### src/rtl/flag_branch_unit.sv
// Architectural N/Z/V flag register, branch condition resolver and
// taken-branch counter sitting behind the saturating add/sub stage.
module flag_branch_unit #(
    parameter bit BYPASS = 1'b1,
    parameter int CNT_W  = 16
) (
    input  logic             clk,
    input  logic             rst_n,
    input  logic             alu_N,
    input  logic             alu_Z,
    input  logic             alu_V,
    input  logic [2:0]       flag_wen,
    input  logic             stall,
    input  logic             flush,
    input  logic             br_valid,
    input  logic [2:0]       br_cond,
    input  logic             cnt_clr,
    output logic             N,
    output logic             Z,
    output logic             V,
    output logic             br_done,
    output logic             br_taken,
    output logic             br_stall,
    output logic [CNT_W-1:0] taken_cnt
);

    localparam logic [0:0] IDLE = 1'b0;
    localparam logic [0:0] WAIT = 1'b1;

    localparam logic [CNT_W-1:0] CNT_ONE = {{(CNT_W-1){1'b0}}, 1'b1};

    logic [0:0]       state_q, state_d;
    logic [2:0]       cond_q, cond_d;
    logic [2:0]       flags_q, flags_d;
    logic             done_q, done_d;
    logic             taken_q, taken_d;
    logic [CNT_W-1:0] cnt_q, cnt_d;
    logic [2:0]       we;
    logic             collide;
    logic             stall_c;

    // f is {N,Z,V}
    function automatic logic cond_met(input logic [2:0] c, input logic [2:0] f);
        logic r;
        r = 1'b0;
        unique case (c)
            3'b000: r = ~f[1];
            3'b001: r = f[1];
            3'b010: r = ~f[1] & ~f[2];
            3'b011: r = f[2];
            3'b100: r = f[1] | (~f[1] & ~f[2]);
            3'b101: r = f[2] | f[1];
            3'b110: r = f[0];
            3'b111: r = 1'b1;
            default: r = 1'b0;
        endcase
        return r;
    endfunction

    always_comb begin
        we      = flag_wen & {3{~stall & ~flush}};
        flags_d = (we & {alu_N, alu_Z, alu_V}) | (~we & flags_q);
        collide = (BYPASS == 1'b0) && (we != 3'b000);

        state_d = state_q;
        cond_d  = cond_q;
        done_d  = 1'b0;
        taken_d = 1'b0;
        stall_c = 1'b0;

        if (flush) begin
            state_d = IDLE;
        end else begin
            case (state_q)
                IDLE: begin
                    if (br_valid) begin
                        if (collide) begin
                            stall_c = 1'b1;
                            cond_d  = br_cond;
                            state_d = WAIT;
                        end else begin
                            done_d  = 1'b1;
                            taken_d = cond_met(br_cond, flags_d);
                        end
                    end
                end
                WAIT: begin
                    stall_c = 1'b1;
                    done_d  = 1'b1;
                    taken_d = cond_met(cond_q, flags_d);
                    state_d = IDLE;
                end
                default: state_d = IDLE;
            endcase
        end

        cnt_d = cnt_q;
        if (cnt_clr) begin
            cnt_d = '0;
        end else if (done_d && taken_d && (cnt_q != {CNT_W{1'b1}})) begin
            cnt_d = cnt_q + CNT_ONE;
        end
    end

    always_ff @(posedge clk or negedge rst_n) begin
        if (!rst_n) begin
            state_q <= IDLE;
            cond_q  <= 3'b000;
            flags_q <= 3'b000;
            done_q  <= 1'b0;
            taken_q <= 1'b0;
            cnt_q   <= '0;
        end else begin
            state_q <= state_d;
            cond_q  <= cond_d;
            flags_q <= flags_d;
            done_q  <= done_d;
            taken_q <= taken_d;
            cnt_q   <= cnt_d;
        end
    end

    assign N         = flags_q[2];
    assign Z         = flags_q[1];
    assign V         = flags_q[0];
    assign br_done   = done_q;
    assign br_taken  = taken_q;
    assign br_stall  = stall_c & rst_n;
    assign taken_cnt = cnt_q;

endmodule

### config.mk
export PLATFORM = sky130hd
export DESIGN_NAME = flag_branch_unit
export DESIGN_NICKNAME = d
export VERILOG_FILES = /design/src/rtl/flag_branch_unit.sv
export SDC_FILE = /design/constraint.sdc
export NUM_CORES = 1
export LEC_CHECK = 0
export ABC_AREA = 0
export CAP_MARGIN = 20
export CORE_MARGIN = 1
export CORE_UTILIZATION = 47
export DETAILED_ROUTE_END_ITERATION = 8
export PLACE_DENSITY = 0.79
export RECOVER_POWER = 50
export SYNTH_ARGS = -nofsm -noshare
export SYNTH_HDL_FRONTEND = slang
export SYNTH_SLANG_ARGS = --single-unit
export TNS_END_PERCENT = 50
### constraint.sdc
create_clock -name clk -period 2.7 [get_ports clk]
set_input_delay 0.405 -clock clk [delete_from_list [all_inputs] [get_ports clk]]
set_output_delay 0.405 -clock clk [all_outputs]
set_load 0.05 [all_outputs]
==> impl_metrics.csv <==
group,metric,value,unit
detailed_routing,final_antenna_net_count,0,
worst_setup_path,critical_path.endpoint_type,"flop",
synth,synth_nets,153,
synth,yosys.area_share.simple,29.4,%
floorplan,start_util,50.5,%
synth,yosysSeqAreaShare,41.2,%
placement,dpl.hpwl,2090,um
synth,yosys.area.top_type,"dfrtp_1",
detailed_routing,via_per_inst,5.60,
hold_path,min_path_type,"flop to flop",
timing,rsz0062_at_grt,"yes",
timing,tns,0,ns
worst_setup_path,cp.required,2.89,ns
clock_network,hold_buffers,0,
clock_network,cts_buffer_depth,2,
synth,synth_top_family_by_area,"simple AND/OR/NAND/NOR gates",
clock_network,clk_pin_slew,0.11,ns
grt,grt_usage,21.7,%
synth,netlist_area,1270,sq um
final_layout,multi_input_area,707,sq um
worst_setup_path,crit_type,"input port to flop",
synth,ys_warn_count,0,
pwr,switching_share,31.4,%
synth,ys_types,31,
synth,synth_fa_ha_area_share,0.981,%
detailed_routing,met3_length,126,um
grt,overflow,0,
worst_setup_path,crit_fanout,10,
synth,synth-compound-area-share,10.9,%
placement,placed_cells,205,
grt,grt_pass1_vias,1081,
worst_setup_path,r2r-end,"taken_cnt[0]",
detailed_routing,met2WireLength,1450,um
final_layout,n_antenna_cell,0,
timing,drv_slew,0,
worst_setup_path,reg2reg_depth,6,
synth,synth_top_area_share,41.2,%
pwr,p_int,465,uW
floorplan,coreArea,2520,sq um
floorplan,die_x,54.1,um
worst_setup_path,r2r_slack,0.29,ns
clock_network,clock_latency,0.30,ns
pwr,total_power,678,uW
detailed_routing,met1_length,1280,um
detailed_routing,drtIter0Drc,26,
detailed_routing,wl,2880,um
synth,synth_area_leaders,"dfrtp_1, mux2_2, nor2_1, nor2b_1, nor4_1",
floorplan,num_io_pins,37,
final_layout,nNetsFinal,197,
worst_setup_path,cp.arrival,2.88,ns
worst_setup_path,start_kind,"input port",
timing,skew,0.00256,ns
pwr,vdd_drop_max,0.313,mV
timing,hold_viol_final,0,
final_layout,num-fill-cells,200,
synth,synthMuxAreaShare,12.2,%
clock_network,htree_num_levels,1,
grt,grt_first_pass_wirelength,4520,um
synth,ys_seq_elements,21,
placement,port_buffers,35,
timing,fin_crit_sh,99.4,%
status,outcome,"completed",
pwr,switchingPower,213,uW
floorplan,num_rows,18,
grt,grt_max_degree,27,
final_layout,drive_gt1_share,17.2,%
final_layout,final_cells,210,
detailed_routing,first_pass_iters,4,
floorplan,die_area,2930,sq um
job,cap_violations,0,
floorplan,dieHeight,54.1,um
timing,fmax,0.373,GHz
final_layout,area_delta_synth_final,38.0,%
placement,routabilityCongestion,0.821,
pwr,combPwrFrac,28.4,%
pwr,seq_power_share,49.3,%
synth,syn_inst,137,
worst_setup_path,cp-startpoint,"stall",
timing,relSlewSlack,23.2,%
timing,worst_slew_pin_slew,1.15,ns
pwr,clock_power_share,22.3,%
clock_network,root_buffer,"clkbuf_4",
worst_setup_path,rr_startpoint,"taken_cnt[0]",
detailed_routing,top_layer,"met4",
clock_network,cts_tree,"done",
grt,antenna_found_initial,0,
pwr,power.density,386,nW/um^2
clock_network,cts_sinks,21,
timing,setup_violations,0,
synth,synth_xor_area_share,0,%
detailed_routing,vias,1177,
final_layout,seqCellArea,526,sq um
synth,postSynthAreaPerCell,9.31,sq um
worst_setup_path,cp-endpoint,"taken_cnt[14]",
detailed_routing,wl_per_cell,13.7,um
detailed_routing,drc,0,
clock_network,cts_buffers,3,
pwr,p_leak,0.000698,uW
timing,layout_min_cycle_time,2.68,ns
## area by class of cell
cell class / count / share of cell area, %
inverters: 7 / 1.49
clock buffers: 4 / 1.49
flip-flops and latches: 21 / 29.9
well taps: 30 / 2.13
multi-input cells: 101 / 40.2
repair buffers: 47 / 24.8
## cell usage after synthesis
cell        n
mux2i_1     2
or3b_1      1
nand3_1     6
a21boi_2    1
buf_4       1
nand4_1     3
nor4b_1     1
o32a_1      1
clkbuf_1    4
nand4bb_1   1
mux2_2     12
o32ai_1     1
or4_1       4
nor2_1     17
buf_2       3
or3_1       2
nand2b_1    4
o31ai_1     5
nor2b_1    10
ha_1        1
dfrtp_1    21
o2bb2ai_1   1
o31ai_4     1
and2_1      1
nor4_1      9
nor3b_1     2
conb_1      1
o41a_1      1
a21oi_1     6
nand2_1     7
inv_1       7
## timing repair
item,in CTS,in global routing
buffers inserted,1,0
resized for setup,1,3
hold endpoints to repair,0,0
setup endpoints to repair,4,6
## cells by family after synthesis
group / count (synthesis)
fa+ha+maj: 1
compound gates: 17
other cells: 1
simple gates: 68
buf+inv: 15
mux: 14
flops: 21
## cells in the final DEF (no fill, tap or decap), drive strengths merged
| master | n |
|---|---|
| o41a | 1 |
| o32ai | 1 |
| nor4 | 9 |
| and2 | 1 |
| o31ai | 6 |
| nand4bb | 1 |
| conb | 1 |
| ha | 1 |
| mux2 | 12 |
| nand2b | 4 |
| buf | 11 |
| nor3b | 2 |
| mux2i | 2 |
| nor4b | 1 |
| a21boi | 1 |
| or3 | 2 |
| o2bb2ai | 1 |
| nand3 | 6 |
| or4 | 4 |
| nand4 | 3 |
| dlygate4sd3 | 1 |
| nor2 | 17 |
| inv | 7 |
| or3b | 1 |
| clkdlybuf4s50 | 34 |
| dfrtp | 21 |
| nand2 | 7 |
| o32a | 1 |
| clkbuf | 5 |
| a21oi | 6 |
| nor2b | 10 |
## how the worst min path moves through the flow
stage,start,end,slack [ns],cells past startpoint
6_report,flags_q[0],flags_q[0],0.54,1
5_1_grt,flags_q[0],flags_q[0],0.58,1
4_1_cts,rst_n,taken_cnt[3],0.43,2
3_5_place_dp,flags_q[0],flags_q[0],0.53,1
3_3_place_gp,flags_q[0],flags_q[0],0.52,1
2_1_floorplan,rst_n,br_done,0.11,0
## metrics by stage
step	util, %	setup slack [ns]	cell area [sq um]	hold slack (ns)
3_3_place_gp	67.7	-0.311	1710	0.520
4_1_cts	69.2	0.0405	1750	0.430
6_report	69.7	0.0168	1760	0.545
5_1_grt	69.7	-0.0820	1760	0.576
3_5_place_dp	67.7	-0.374	1710	0.530
2_1_floorplan	-	0.189	1270	0.109
## registers in the layout, summed over array words and instances (netlist names)
register	count
br_done	1
br_taken	1
flags_q	3
taken_cnt	16
## metal layers
layer | global-route usage [%] | vias to the layer above
met2 | 39.3 | 32
li1 | - | 578
met4 | 8.12 | 0
met3 | 4.24 | 2
met1 | 24.9 | 565
met5 | 0 | -
## power by group through the flow
| stage | Sequential [uW] | Combinational [uW] | Clock (uW) |
|---|---|---|---|
| after floorplan | 380 | 65.1 | 0 |
| after global placement | 339 | 183 | 0 |
| after detailed placement | 340 | 186 | 0 |
| after CTS | 334 | 191 | 158 |
| after global routing | 336 | 207 | 172 |
| final | 335 | 192 | 151 |
## critical path, stage by stage
cell and delay (ns):
clkdlybuf4s50_1 0.46, nor3b_2 0.30, mux2i_2 0.31, o32ai_1 0.13, o32a_1 0.36, buf_4 0.18
nor4_1 0.35, mux2_2 0.38
Note: power is estimated with default switching activity, not from simulation.
